## src/rtl/ex2mem_pipe_reg_pkg.sv

```systemverilog
// Shared definitions for the EX->MEM pipeline register: default widths,
// bus typedefs and the funct3 memory size/sign encodings.
package ex2mem_pipe_reg_pkg;

    localparam int DATA_W_DEF  = 64;
    localparam int PC_W_DEF    = 64;
    localparam int RADDR_W_DEF = 5;
    localparam int CNT_W_DEF   = 32;
    localparam int MEM_SIZE_W  = 3;

    typedef logic [DATA_W_DEF-1:0]  data_bus_t;
    typedef logic [RADDR_W_DEF-1:0] reg_file_addr_t;

    // funct3 codes for loads/stores; bit 2 selects zero-extension on loads
    typedef enum logic [MEM_SIZE_W-1:0] {
        MEM_LB  = 3'b000,
        MEM_LH  = 3'b001,
        MEM_LW  = 3'b010,
        MEM_LD  = 3'b011,
        MEM_LBU = 3'b100,
        MEM_LHU = 3'b101,
        MEM_LWU = 3'b110
    } mem_size_e;

endpackage

```

## src/rtl/ex2mem_pipe_reg.sv

```systemverilog
// EX->MEM pipeline register with load-use hazard detection, bubble insertion
// and a saturating count of inserted hazard bubbles.
module ex2mem_pipe_reg
    import ex2mem_pipe_reg_pkg::*;
#(
    parameter int DATA_W  = DATA_W_DEF,
    parameter int PC_W    = PC_W_DEF,
    parameter int RADDR_W = RADDR_W_DEF,
    parameter int CNT_W   = CNT_W_DEF
) (
    input  logic                  Clk,
    input  logic                  RstN,
    input  logic                  ValidExIn,
    input  logic [PC_W-1:0]       PcExIn,
    input  logic [DATA_W-1:0]     AluResultExIn,
    input  logic [DATA_W-1:0]     StoreDataExIn,
    input  logic [RADDR_W-1:0]    RdAddrExIn,
    input  logic                  RdWriteEnableExIn,
    input  logic                  MemReadExIn,
    input  logic                  MemWriteExIn,
    input  logic [MEM_SIZE_W-1:0] MemSizeExIn,
    input  logic [RADDR_W-1:0]    Rs1AddrExIn,
    input  logic [RADDR_W-1:0]    Rs2AddrExIn,
    input  logic                  StallIn,
    input  logic                  FlushIn,
    output logic                  ValidEx2MemOut,
    output logic [PC_W-1:0]       PcEx2MemOut,
    output logic [DATA_W-1:0]     RdWriteDataEx2MemOut,
    output logic [DATA_W-1:0]     StoreDataEx2MemOut,
    output logic [RADDR_W-1:0]    RdAddrEx2MemOut,
    output logic                  RdWriteEnableEx2MemOut,
    output logic                  MemReadEx2MemOut,
    output logic                  MemWriteEx2MemOut,
    output logic [MEM_SIZE_W-1:0] MemSizeEx2MemOut,
    output logic                  LoadUseHazardOut,
    output logic                  StallUpstreamOut,
    output logic [CNT_W-1:0]      BubbleCountOut
);

    logic                  valid_q, valid_d;
    logic [PC_W-1:0]       pc_q, pc_d;
    logic [DATA_W-1:0]     alu_q, alu_d;
    logic [DATA_W-1:0]     store_q, store_d;
    logic [RADDR_W-1:0]    rd_q, rd_d;
    logic                  wen_q, wen_d;
    logic                  mrd_q, mrd_d;
    logic                  mwr_q, mwr_d;
    logic [MEM_SIZE_W-1:0] size_q, size_d;
    logic [CNT_W-1:0]      cnt_q, cnt_d;

    logic rd_nonzero;
    logic rs_match;
    logic load_use_hazard;

    assign rd_nonzero      = (rd_q != '0);
    assign rs_match        = (rd_q == Rs1AddrExIn) || (rd_q == Rs2AddrExIn);
    assign load_use_hazard = valid_q & mrd_q & ValidExIn & rd_nonzero & rs_match;

    always_comb begin
        valid_d = valid_q;
        pc_d    = pc_q;
        alu_d   = alu_q;
        store_d = store_q;
        rd_d    = rd_q;
        wen_d   = wen_q;
        mrd_d   = mrd_q;
        mwr_d   = mwr_q;
        size_d  = size_q;
        cnt_d   = cnt_q;
        if (FlushIn) begin
            valid_d = 1'b0;
            wen_d   = 1'b0;
            mrd_d   = 1'b0;
            mwr_d   = 1'b0;
        end else if (!StallIn) begin
            if (load_use_hazard) begin
                // bubble: data fields held, only the control bits are cleared
                valid_d = 1'b0;
                wen_d   = 1'b0;
                mrd_d   = 1'b0;
                mwr_d   = 1'b0;
                if (cnt_q != '1) begin
                    cnt_d = cnt_q + {{(CNT_W-1){1'b0}}, 1'b1};
                end
            end else begin
                valid_d = ValidExIn;
                pc_d    = PcExIn;
                alu_d   = AluResultExIn;
                store_d = StoreDataExIn;
                rd_d    = RdAddrExIn;
                wen_d   = RdWriteEnableExIn & ValidExIn;
                mrd_d   = MemReadExIn & ValidExIn;
                mwr_d   = MemWriteExIn & ValidExIn;
                size_d  = MemSizeExIn;
            end
        end
    end

    always_ff @(posedge Clk or negedge RstN) begin
        if (!RstN) begin
            valid_q <= 1'b0;
            pc_q    <= '0;
            alu_q   <= '0;
            store_q <= '0;
            rd_q    <= '0;
            wen_q   <= 1'b0;
            mrd_q   <= 1'b0;
            mwr_q   <= 1'b0;
            size_q  <= '0;
            cnt_q   <= '0;
        end else begin
            valid_q <= valid_d;
            pc_q    <= pc_d;
            alu_q   <= alu_d;
            store_q <= store_d;
            rd_q    <= rd_d;
            wen_q   <= wen_d;
            mrd_q   <= mrd_d;
            mwr_q   <= mwr_d;
            size_q  <= size_d;
            cnt_q   <= cnt_d;
        end
    end

    // a load's result is not ready in MEM, so it is never offered for forwarding
    assign RdWriteEnableEx2MemOut = valid_q & wen_q & rd_nonzero & ~mrd_q;
    assign ValidEx2MemOut         = valid_q;
    assign PcEx2MemOut            = pc_q;
    assign RdWriteDataEx2MemOut   = alu_q;
    assign StoreDataEx2MemOut     = store_q;
    assign RdAddrEx2MemOut        = rd_q;
    assign MemReadEx2MemOut       = valid_q & mrd_q;
    assign MemWriteEx2MemOut      = valid_q & mwr_q;
    assign MemSizeEx2MemOut       = size_q;
    assign LoadUseHazardOut       = load_use_hazard;
    assign StallUpstreamOut       = StallIn | load_use_hazard;
    assign BubbleCountOut         = cnt_q;

endmodule

```

## config.mk

```make
export PLATFORM = sky130hd
export DESIGN_NAME = ex2mem_pipe_reg
export DESIGN_NICKNAME = d
export VERILOG_FILES = /design/src/rtl/ex2mem_pipe_reg_pkg.sv /design/src/rtl/ex2mem_pipe_reg.sv
export SDC_FILE = /design/constraint.sdc
export NUM_CORES = 1
export LEC_CHECK = 0
export ABC_AREA = 0
export CAP_MARGIN = 10
export CORE_AREA = 2 2 200 143
export CTS_BUF_LIST = sky130_fd_sc_hd__clkbuf_8 sky130_fd_sc_hd__clkbuf_16
export DETAILED_ROUTE_END_ITERATION = 8
export DIE_AREA = 0 0 202 145
export GPL_ROUTABILITY_DRIVEN = 0
export HOLD_SLACK_MARGIN = 0.15
export PLACE_DENSITY = 0.76
export SYNTH_ARGS = -nofsm -noshare
export SYNTH_HDL_FRONTEND = slang
export SYNTH_SLANG_ARGS = --single-unit
export TNS_END_PERCENT = 5
```

## constraint.sdc

```tcl
create_clock -name Clk -period 2 [get_ports Clk]
set_input_delay 0.3 -clock Clk [delete_from_list [all_inputs] [get_ports Clk]]
set_output_delay 0.3 -clock Clk [all_outputs]
set_load 0.01 [all_outputs]
```

Word-level counts from Yosys, hierarchy flattened
Cells that the tools add are included.
{"block": "totals", "reg_bits": 236, "inputBits": 218, "out_inout_bits": 238, "elab_cells": 47}
{"block": "op_classes", "addsub": 1, "n_eq_ne": 4, "n_mux": 12, "bitwise": 16, "reduce_logical": 4}
{"op": "adder 32 x 1 -> 32 bit, second input constant", "n": 1}
{"op": "inequality test 32 bit, second input constant", "n": 1}
{"op": "2-to-1 mux 1 bit", "n": 12}
{"op": "bitwise AND 1 bit", "n": 11}
{"op": "equality test 5 bit", "n": 2}
{"op": "nonzero test 5 bit", "n": 1}
{"op": "NOT 1 bit", "n": 4}
{"op": "AND reduction 4 bit", "n": 1}
{"op": "AND reduction 3 bit", "n": 1}
{"op": "inequality test 2 x 1 -> 1 bit, second input constant", "n": 1}
{"op": "logical OR 1 bit", "n": 1}
{"op": "bitwise OR 1 bit", "n": 1}

Logic depth before layout (Yosys ltp)
Gate-level depths: netlist (run 1).
{"block": "logic_depth", "word_depth": 7, "depth_mapped": 8}

Worst setup path before layout (run 1)
OpenSTA, ideal clock, no wires.
{"block": "synth_path", "kind": "flip-flop to flip-flop", "startpoint": "register rd_q[0] (netlist: RdAddrEx2MemOut[0])", "endpoint": "register size_q[0] (netlist: MemSizeEx2MemOut[0])", "arrival_time_ps": 2149, "t_required_ps": 1875, "slack_ps": -275, "stages_incl_launch_ff": 9, "n_path_buf": 2, "synth_period_minus_slack_ps": 2275, "path_cell_list": "dfrtp_1 xor2_1 nor3_2 a22oi_4 nor3b_2 nand2b_4 buf_12 buf_12 mux2_4"}
{"block": "synth_via", "elab_chain_cells": 5}
{"item": "start: declaration", "line": "ex2mem_pipe_reg.sv:44", "source": "logic [RADDR_W-1:0] rd_q, rd_d;"}
{"item": "start signal: assignment", "line": "ex2mem_pipe_reg.sv:116", "source": "rd_q <= rd_d;"}
{"item": "nonzero test 5 bit / equality test 5 bit (equally long branches)", "line": "ex2mem_pipe_reg.sv:55, ex2mem_pipe_reg.sv:56"}
{"item": "bitwise AND 1 bit / logical OR 1 bit (equally long branches)", "line": "ex2mem_pipe_reg.sv:57, ex2mem_pipe_reg.sv:56"}
{"item": "bitwise AND 1 bit *", "line": "ex2mem_pipe_reg.sv:57", "source": "assign load_use_hazard = valid_q & mrd_q & ValidExIn & rd_nonzero & rs_match;"}
{"item": "named net LoadUseHazardOut", "line": "ex2mem_pipe_reg.sv:35", "source": "output logic LoadUseHazardOut,"}
{"item": "NOT 1 bit (no source line) *"}
{"item": "AND reduction 3 bit (no source line) *"}
{"item": "end signal: assignment", "line": "ex2mem_pipe_reg.sv:120", "source": "size_q <= size_d;"}
{"item": "end: declaration", "line": "ex2mem_pipe_reg.sv:48", "source": "logic [MEM_SIZE_W-1:0] size_q, size_d;"}
Mark *: on every way through the listed nets, which the timed path passes. The rest lies on a longest branch.
A chain may end at the register's enable or synchronous reset.

Worst setup path after layout (run 1)
{"block": "layout_path", "startpoint": "register rd_q[2] (netlist: RdAddrEx2MemOut[2])", "endpoint": "output StallUpstreamOut"}
{"block": "layout_via", "elab_chain_cells": 4}
{"item": "nonzero test 5 bit / equality test 5 bit (equally long branches)", "line": "ex2mem_pipe_reg.sv:55, ex2mem_pipe_reg.sv:56"}
{"item": "bitwise AND 1 bit / logical OR 1 bit (equally long branches)", "line": "ex2mem_pipe_reg.sv:57, ex2mem_pipe_reg.sv:56"}
{"item": "bitwise AND 1 bit *", "line": "ex2mem_pipe_reg.sv:57"}
{"item": "bitwise OR 1 bit *", "line": "ex2mem_pipe_reg.sv:136", "source": "assign StallUpstreamOut = StallIn | load_use_hazard;"}
{"item": "end: declaration", "line": "ex2mem_pipe_reg.sv:36", "source": "output logic StallUpstreamOut,"}
Every way passes the cells marked *; elsewhere a longest branch is shown, timed or not.

==> results.toml, run 1 <==
[worst_setup_path]
cp_slowest_cell = "or4_4"
end_kind = "primary output"
path_cells = "or4_4 -> o21ai_4 -> nor3b_4 -> buf_4 -> or2_1 -> buf_2"
startpoint_type = "flop"
critical_path_arrival_ps = 2160
path_class = "flop to primary output"
max_stage_delay_ps = 570
reg2reg_slack_ps = -410
rr_endpoint = "PcEx2MemOut[21]$_DFFE_PN0P_"
cp.required_ps = 1700
critical_path.reg2reg.startpoint = "RdAddrEx2MemOut[3]$_DFFE_PN0P_"
reg2reg_depth = 11
crit_fanout = 2

[power_and_ir_drop]
switchingPower_w = 0.00349
cellPowerDensity_mw_per_mm2 = 839
leakagePower_nw = 7.81
switching_share_pct = 24.6
internal_power_w = 0.0107
p_comb_share_pct = 25.8
power.total_w = 0.0142
p_seq_share_pct = 40.6
power.share.clock_pct = 33.7
irDropWorstVdd_mv = 0.497

[synth]
yosys_warnings = 0
synth-seq-cells = 236
synth_area_mm2 = 0.0103
synth.avg_cell_area_um2 = 17.4
synth.distinct_cells = 38
syn_nets = 811
netlist_instances = 592
synth_seq_area_share_pct = 57.2

[clock_tree]
cts-root-buf = "clkbuf_16"
cts_buffers = 25
worstSkewPairLatency_ps = 510
cts_buffer_depth = 3
htreeDepth = 1
cts_sinks = 236
path_clk_slew_ps = 60
cts_tree = "built"

[flow_run]
maxCapViolCount = 0

[place]
dp_cells = 1456
hpwl_mm = 22.8
post-place-ws_ps = -557
numPortBuffers = 455

[layout]
final_cell_count_no_fill = 1522
layout_commonest_cell = "clkdlybuf4s50_1"
drive_gt1_share_pct = 30.3
final_cell_mix = "450 x clkdlybuf4s50_1, 234 x dfrtp_1, 201 x mux2_4, 33 x buf_4, 26 x clkbuf_16"
nets = 1350
fillers = 2030
syn_to_final_growth_pct = 63.9
fin_util_pct = 61.8

[drt]
routedWlPerCell_um = 20.3
antenna_left = 0
drc_errors = 0
first_pass_iters = 5
via_per_inst = 4.59
via_count = 6981
wl_mm = 30.9
drt_iter0_drc = 243

[global_routing]
grt_pass1_wl_mm = 47.2
grt.busiest_layer = "met2"
grt_max_degree = 63
met1_usage_pct = 26.9
use_met2_pct = 33.7
grt-ovfl-total = 0
track_usage_pct = 20.7
grt_use_met3_pct = 6.31
antenna_found_initial = 3
grt_pass1_vias = 7559

[outcome]
violations = "setup timing"
status = "finished with violations"

[floorplan]
initial_core_util_pct = 37.7
core_mm2 = 0.0274
die_width_um = 202
ios = 456
rows = 51
die_h_um = 145
fp.dieArea_mm2 = 0.0293

[sta]
totalNegativeSetupSlack_ps = -65450
postLayoutSetupSlackWorst_ps = -464
finClkSkew_ps = 18.4
min_period_ps = 2460
worstMarginPinSlew_ps = 567
hold_viol = 0
fin_crit_sh_pct = 123
slew_headroom_pct = 62.2
grt_setup_unrepaired = "yes"
fmax_ghz = 0.406
maxSlewViolCount = 0
finalSetupViolCount = 222

[min_path]
hp-class = "input pin to asynchronous set/reset pin"
==> state kept, by name, indices dropped and copies added (netlist names) <==
signal / count
BubbleCountOut: 32
MemSizeEx2MemOut: 3
PcEx2MemOut: 64
RdAddrEx2MemOut: 5
RdWriteDataEx2MemOut: 64
StoreDataEx2MemOut: 64
ValidEx2MemOut: 1
mrd_q: 1
mwr_q: 1
wen_q: 1
==> area by class of cell <==
type	count	area [um2]	area share [%]
Clock buffer	31	708	4.19
Multi-Input combinational cell	329	3990	23.6
Timing Repair Buffer	536	5670	33.5
Antenna cell	2	5.00	0.0296
Inverter	3	11.3	0.0666
Clock inverter	14	144	0.851
Tap cell	371	464	2.75
Sequential cell	236	5910	34.9
==> power by group through the flow <==
stage                     clock (W)  sequential [W]  combinational (W)
after global placement            0         0.00580            0.00353
after global routing        0.00513         0.00583            0.00384
final                       0.00477         0.00575            0.00365
after CTS                   0.00491         0.00575            0.00367
after detailed placement          0         0.00581            0.00357
after floorplan                   0         0.00608            0.00119
==> logic make-up after synthesis <==
group	synth area share [%]
flip-flops	57.2
multiplexers	29.2
AND/OR/NAND/NOR	4.73
XOR/XNOR	3.48
buffers and inverters	4.49
AO/OA/AOI/OAI	0.716
adder cells (fa/ha/maj)	0.121
==> synthesized netlist by cell type, drive strengths merged <==
library cell  number  area share (%)
or4                2            0.18
nand4b             1           0.085
nand2b             1            0.13
nor2              12            0.53
inv                3            0.11
nor3b              1            0.12
or3                1           0.061
o211a              1           0.097
a21o               1           0.073
clkbuf             1           0.036
nor4               3            0.39
nor2b              1           0.061
nand4             15            0.91
nand2             17            0.62
nor3               6            0.55
or2                1           0.061
a22oi              1            0.21
and3               8            0.49
nand3b             1           0.073
buf               23             4.3
xor2              17             1.4
ha                 1            0.12
a22o               3            0.25
xnor2             24             2.0
mux2             201              29
dfrtp            236              57
and2               3            0.18
o21ai              1           0.085
nand3              6            0.29
==> worst max-delay path: cells and delay by family (launching register included) <==
| kind | cells | cell delay, ps |
|---|---|---|
| flip-flops | 1 | 380 |
| AND/OR/NAND/NOR | 3 | 820 |
| buffers and inverters | 2 | 270 |
| AO/OA/AOI/OAI | 1 | 180 |
==> routing by layer <==
| layer | routed length, um | vias to the layer above | share of wire [%] |
|---|---|---|---|
| met5 | 0 | - | 0 |
| met4 | 756 | 0 | 2.4 |
| met3 | 2500 | 48 | 8.1 |
| met2 | 14600 | 287 | 47 |
| met1 | 13000 | 3493 | 42 |
| li1 | - | 3153 | - |
==> worst max-delay path by stage <==
stage | from | cells after the start | slack [ps] | endpoint
after global routing | RdAddrEx2MemOut[3]$_DFFE_PN0P_ | 9 | -550 | StallUpstreamOut
after CTS | RdAddrEx2MemOut[2]$_DFFE_PN0P_ | 6 | -510 | StallUpstreamOut
after floorplan | RdAddrEx2MemOut[4]$_DFFE_PN0P_ | 8 | -170 | RdAddrEx2MemOut[0]$_DFFE_PN0P_
final | RdAddrEx2MemOut[2]$_DFFE_PN0P_ | 6 | -460 | StallUpstreamOut
after detailed placement | Rs1AddrExIn[4] | 9 | -560 | PcEx2MemOut[33]$_DFFE_PN0P_
after global placement | Rs1AddrExIn[4] | 8 | -570 | StallUpstreamOut
==> stage by stage <==
stage | hold slack, ps | area [um2]
after floorplan | 4.41 | 10300
after global placement | 308 | 15600
after detailed placement | 309 | 15600
after CTS | 343 | 16800
after global routing | 376 | 16900
final | 331 | 16900
==> timing repair <==
action / 4_1_cts / 5_1_grt
cloned: 7 / 1
endpoints found under the hold margin: 55 / 0
buffers inserted: 6 / 4
resized for setup: 25 / 19
endpoints found under the setup margin: 226 / 232
pin swaps: 5 / 17
hold buffers: 1 / 0
Power figures use the tool's default switching activity.
==> run 2, diff against run 1 <==
--- a/config.mk
+++ b/config.mk
@@ -7,13 +7,13 @@
 export LEC_CHECK = 0
 export ABC_AREA = 0
 export CAP_MARGIN = 10
-export CORE_AREA = 2 2 200 143
-export CTS_BUF_LIST = sky130_fd_sc_hd__clkbuf_8 sky130_fd_sc_hd__clkbuf_16
+export CORE_AREA = 2 2 175 177
+export CTS_BUF_LIST = sky130_fd_sc_hd__clkbuf_2
 export DETAILED_ROUTE_END_ITERATION = 8
-export DIE_AREA = 0 0 202 145
+export DIE_AREA = 0 0 177 179
 export GPL_ROUTABILITY_DRIVEN = 0
 export HOLD_SLACK_MARGIN = 0.15
-export PLACE_DENSITY = 0.76
+export PLACE_DENSITY = 0.68
 export SYNTH_ARGS = -nofsm -noshare
 export SYNTH_HDL_FRONTEND = slang
 export SYNTH_SLANG_ARGS = --single-unit
==> constraint.sdc (replaced) <==
create_clock -name Clk -period 3.16 [get_ports Clk]
set_input_delay 0.474 -clock Clk [delete_from_list [all_inputs] [get_ports Clk]]
set_output_delay 0.474 -clock Clk [all_outputs]
set_load 0.01 [all_outputs]
==> results.toml, run 2 (synthesis results as in run 1) <==
[outcome]
status = "completed"

[place]
dpl-instance-area_mm2 = 0.0152
hpwl_mm = 20.9
numPortBuffers = 455
post-place-ws_ps = 207
dp_cells = 1439

[worst_setup_path]
path_cells = "or4_4 -> nor2_1 -> nor3_1 -> clkdlybuf4s50_1"
crit_family = "simple AND/OR/NAND/NOR gates"
crit_fanout = 5
end_kind = "primary output"
cp.required_ps = 2690
startpoint_type = "flop"
path_class = "flop to primary output"
cp_slowest_cell = "or4_4"
critical_path_arrival_ps = 2610
critPathBufInv = 1
max_stage_delay_ps = 570

[layout]
post-route-cell-area_mm2 = 0.0158
multi_input_area_mm2 = 0.00397
final_cell_mix = "452 x clkdlybuf4s50_1, 234 x dfrtp_1, 200 x mux2_4, 91 x clkbuf_2, 24 x xnor2_1"
regArea_mm2 = 0.00591
syn_to_final_growth_pct = 53.2
fillers = 2566
nets = 1333
drive_gt1_share_pct = 29.5
layout_commonest_cell = "clkdlybuf4s50_1"
final_cell_count_no_fill = 1542

[floorplan]
core_mm2 = 0.0300
initial_core_util_pct = 34.4
rows = 64
die_width_um = 177
fp.dieArea_mm2 = 0.0317
ios = 456
die_h_um = 179

[sta]
fmax_ghz = 0.324
min_period_ps = 3090
finClkSkew_ps = 83.6
finalSetupViolCount = 0
maxSlewViolCount = 0
fin_crit_sh_pct = 97.7
grt_setup_unrepaired = "yes"
postLayoutSetupSlackWorst_ps = 72.1
slew_headroom_pct = 48.9
hold_viol = 0
worstMarginPinSlew_ps = 767

[power_and_ir_drop]
irDropWorstVdd_mv = 0.229
leakagePower_nw = 7.35
power.total_w = 0.00796
cellPowerDensity_mw_per_mm2 = 504

[clock_tree]
cts_tree = "built"
cts_buffer_depth = 3
cts-root-buf = "clkbuf_2"
worstSkewPairLatency_ps = 780
path_clk_slew_ps = 100
htreeDepth = 3
cts_buffers = 66
cts_sinks = 236

[drt]
wl_met1_mm = 11.1
drt_iter0_drc = 223
via_count = 6873
drc_errors = 0
first_pass_iters = 4
antenna_left = 0
routed.top_layer = "met4"
via_per_inst = 4.46
routedWlPerCell_um = 18.3
wl_mm = 28.2
wl_met3_mm = 2.63
met2_length_mm = 13.9

[global_routing]
grt_pass1_vias = 7217
grt_max_degree = 97
grt_pass1_wl_mm = 41.8
track_usage_pct = 17.0
grt-ovfl-total = 0
antenna_found_initial = 1

[flow_run]
maxCapViolCount = 0

[min_path]
hp-class = "input pin to flop"
-- run 2: cell count changes in the layout (fill, tap and decap cells not counted), sizes merged --
cell           before  now
dlygate4sd2         2    1
clkinv              4    5
clkbuf             33   91
bufinv              3    2
inv                 9    4
clkdlybuf4s50     450  452
buf                81   23
diode               2    1
-- run 2: timing repair --
action                                 in CTS  in global routing
gates resized for setup                     5                  5
hold buffers                                1                  0
setup endpoints to repair                   3                  2
pin swaps                                   1                  2
setup buffers                               0                  2
endpoints found under the hold margin      91                  0
-- run 2: metrics by stage --
step | setup TNS, ps | util, % | hold WS [ps]
after floorplan | 0 | - | 178
after global placement | 0 | 50.7 | 478
after detailed placement | 0 | 50.7 | 486
after CTS | -146 | 52.6 | 163
after global routing | -68.7 | 52.6 | 171
final | 0 | 52.6 | 304
-- run 2: path summary, 6_finish.rpt --
check	start	endpoint	slack, ps	cells after the start
worst max-delay path	RdAddrEx2MemOut[1]$_DFFE_PN0P_	RdWriteEnableEx2MemOut	70	4
worst min-delay path	StoreDataExIn[48]	StoreDataEx2MemOut[48]$_DFFE_PN0P_	300	2
min in group asynchronous	RstN	StoreDataEx2MemOut[51]$_DFFE_PN0P_	330	2
worst max register to register	BubbleCountOut[1]$_DFFE_PN0P_	BubbleCountOut[1]$_DFFE_PN0P_	620	7
max in group asynchronous	RstN	RdWriteDataEx2MemOut[38]$_DFFE_PN0P_	1960	3
worst min register to register	BubbleCountOut[16]$_DFFE_PN0P_	BubbleCountOut[16]$_DFFE_PN0P_	500	1
-- run 2: worst reg2reg max path, cell delays in order, from the launching register on --
cell and delay [ps]:
dfrtp_1 410, ha_1 180, nand3_1 170, nor4_2 670
and3_1 410, nor3_4 50, buf_4 210, mux2_1 330
-- run 2: layout make-up --
cell class	count	area share (%)
Sequential cell	236	37.4
Timing Repair Buffer	478	30.9
Multi-Input combinational cell	329	25.1
Tap cell	396	3.13
Clock buffer	90	2.85
Clock inverter	9	0.594
Inverter	3	0.0712
Antenna cell	1	0.0158
-- run 2: where the power goes --
part / leakage (nW) / total, W / switching (W) / internal (W)
registers: 2.85 / 0.00364 / 0.000243 / 0.00340
logic: 4.09 / 0.00216 / 0.000708 / 0.00145
clock network: 0.421 / 0.00215 / 0.00124 / 0.000912
total: 7.35 / 0.00796 / 0.00219 / 0.00577
-- run 2: per-layer routing --
layer  vias up  global-route usage [%]
met2       322                    28.6
met4         0                    6.37
met3        46                    6.06
li1       3150                       -
met5         -                       0
met1      3355                    20.0
==> run 3, diff against run 2 <==
--- a/config.mk
+++ b/config.mk
@@ -7,13 +7,13 @@
 export LEC_CHECK = 0
 export ABC_AREA = 0
 export CAP_MARGIN = 10
-export CORE_AREA = 2 2 175 177
+export CORE_AREA = 2 2 176 178
 export CTS_BUF_LIST = sky130_fd_sc_hd__clkbuf_2
 export DETAILED_ROUTE_END_ITERATION = 8
-export DIE_AREA = 0 0 177 179
+export DIE_AREA = 0 0 178 180
 export GPL_ROUTABILITY_DRIVEN = 0
 export HOLD_SLACK_MARGIN = 0.15
-export PLACE_DENSITY = 0.68
+export PLACE_DENSITY = 0.7
 export SYNTH_ARGS = -nofsm -noshare
 export SYNTH_HDL_FRONTEND = slang
 export SYNTH_SLANG_ARGS = --single-unit
==> constraint.sdc (replaced) <==
create_clock -name Clk -period 2.5 [get_ports Clk]
set_input_delay 0.375 -clock Clk [delete_from_list [all_inputs] [get_ports Clk]]
set_output_delay 0.375 -clock Clk [all_outputs]
set_load 0.01 [all_outputs]
==> results.toml, run 3 (synthesis results as in run 1) <==
[floorplan]
die_h_um = 180
die_width_um = 178
ios = 456
rows = 64
fp.dieArea_mm2 = 0.0320
core_mm2 = 0.0302
initial_core_util_pct = 34.2

[place]
dpl-instance-area_mm2 = 0.0153
numPortBuffers = 455
post-place-ws_ps = -149
hpwl_mm = 21.3

[global_routing]
grt_pass1_wl_mm = 49.3
track_usage_pct = 19.7
grt-ovfl-total = 0
grt_pass1_vias = 8778
grt_max_degree = 87
use_met2_pct = 34.9
grt_use_met3_pct = 6.81
grt.busiest_layer = "met2"
met1_usage_pct = 21.5
antenna_found_initial = 2

[min_path]
min_to = "RdAddrEx2MemOut[4]$_DFFE_PN0P_"
hp-class = "input pin to flop"
hold_path_startpoint = "RdAddrExIn[4]"
whs_path_depth = 2

[worst_setup_path]
reg2reg_depth = 12
path_class = "flop to primary output"
startpoint_type = "flop"
end_kind = "primary output"
crit_fanout = 3
cp-startpoint = "RdAddrEx2MemOut[1]$_DFFE_PN0P_"
critical_path.reg2reg.startpoint = "RdAddrEx2MemOut[2]$_DFFE_PN0P_"
rr_endpoint = "RdWriteDataEx2MemOut[32]$_DFFE_PN0P_"
reg2reg_slack_ps = 30
critical_path_arrival_ps = 2370
cp.required_ps = 2120

[sta]
slew_headroom_pct = 54.1
hold_viol = 0
fin_crit_sh_pct = 110
fmax_ghz = 0.365
maxSlewViolCount = 0
postLayoutSetupSlackWorst_ps = -240
finClkSkew_ps = 99.5
grt_setup_unrepaired = "yes"
min_period_ps = 2740
finalSetupViolCount = 3
worstMarginPinSlew_ps = 686

[layout]
regArea_mm2 = 0.00591
post-route-cell-area_mm2 = 0.0179
drive_gt1_share_pct = 27.2
nets = 1528
fillers = 2283
syn_to_final_growth_pct = 73.4
fin_util_pct = 59.2
multi_input_area_mm2 = 0.00398
final_cell_mix = "450 x clkdlybuf4s50_1, 233 x dfrtp_1, 200 x mux2_4, 176 x dlygate4sd3_1, 100 x clkbuf_2"
layout_commonest_cell = "clkdlybuf4s50_1"

[drt]
first_pass_iters = 7
antenna_left = 0
via_per_inst = 4.41
drt_iter0_drc = 176
routedWlPerCell_um = 18.3
via_count = 7740
wl_mm = 32.1
drc_errors = 0

[flow_run]
maxCapViolCount = 0

[clock_tree]
cts_tree = "built"
worstSkewPairLatency_ps = 820
htreeDepth = 3
cts_buffers = 70
cts_buffer_depth = 3
cts-root-buf = "clkbuf_2"
cts_sinks = 236
path_clk_slew_ps = 80

[power_and_ir_drop]
leakagePower_nw = 8.28
power.total_w = 0.0108
cellPowerDensity_mw_per_mm2 = 603
irDropWorstVdd_mv = 0.280

[outcome]
status = "finished with violations"
violations = "setup timing"
## run 3: cell count changes in the layout (fill, tap and decap cells not counted), moves of 2 or more
cell,delta
buf_6,+3
clkinv_1,+11
buf_4,+8
buf_12,+5
dlygate4sd3_1,+175
clkdlybuf4s50_1,-2
clkbuf_2,+9
buf_2,+2
## run 3: metrics by stage
step / hold slack [ps] / instances / TNS [ps]
2_1_floorplan: 79.4 / 592 / 0
3_3_place_gp: 213 / 1449 / -11070
3_5_place_dp: 213 / 1449 / -15040
4_1_cts: 151 / 1751 / -944
5_1_grt: 151 / 1756 / -2380
6_report: 251 / 1756 / -381
## run 3: layout make-up
class / instances / area share (%)
antenna: 2 / 0.0280
clock buffer: 99 / 2.77
clock inverter: 22 / 0.972
inverter: 3 / 0.0630
multi-input combinational: 329 / 22.2
sequential: 236 / 33.0
tap: 396 / 2.77
timing repair buffer: 669 / 38.1
## run 3: metal layers
layer  vias to the layer above  routed length (um)
li1                       3550                   -
met1                      3792               12200
met2                       331               16300
met3                        67                2800
met4                         0                 794
met5                         -                   0
## run 3: worst max path at each step
| stage | end | slack (ps) | depth (start not counted) |
|---|---|---|---|
| after floorplan | MemSizeEx2MemOut[0]$_DFFE_PN0P_ | 230 | 8 |
| after global placement | StallUpstreamOut | -130 | 7 |
| after detailed placement | StallUpstreamOut | -150 | 7 |
| after CTS | StallUpstreamOut | -340 | 5 |
| after global routing | StallUpstreamOut | -380 | 5 |
| final | StallUpstreamOut | -240 | 5 |
## run 3: worst max-delay path, stage by stage (launching register included)
cell and delay, ps:
dfrtp_2 450, or4_4 570, o21ai_4 180, nor3b_4 70, or2_1 220, buf_2 140
## run 3: what timing repair did
item,4_1_cts,5_1_grt
setup endpoints to repair,3,35
pin swaps,4,5
buffers inserted,6,2
gates resized for setup,13,13
hold buffers,175,1
endpoints found under the hold margin,408,1
## run 3: report_power, final
part	switching, W	internal (W)	total [W]
sequential	0.000331	0.00430	0.00463
combinational	0.000989	0.00205	0.00304
clock	0.00174	0.00138	0.00312
total	0.00306	0.00773	0.0108
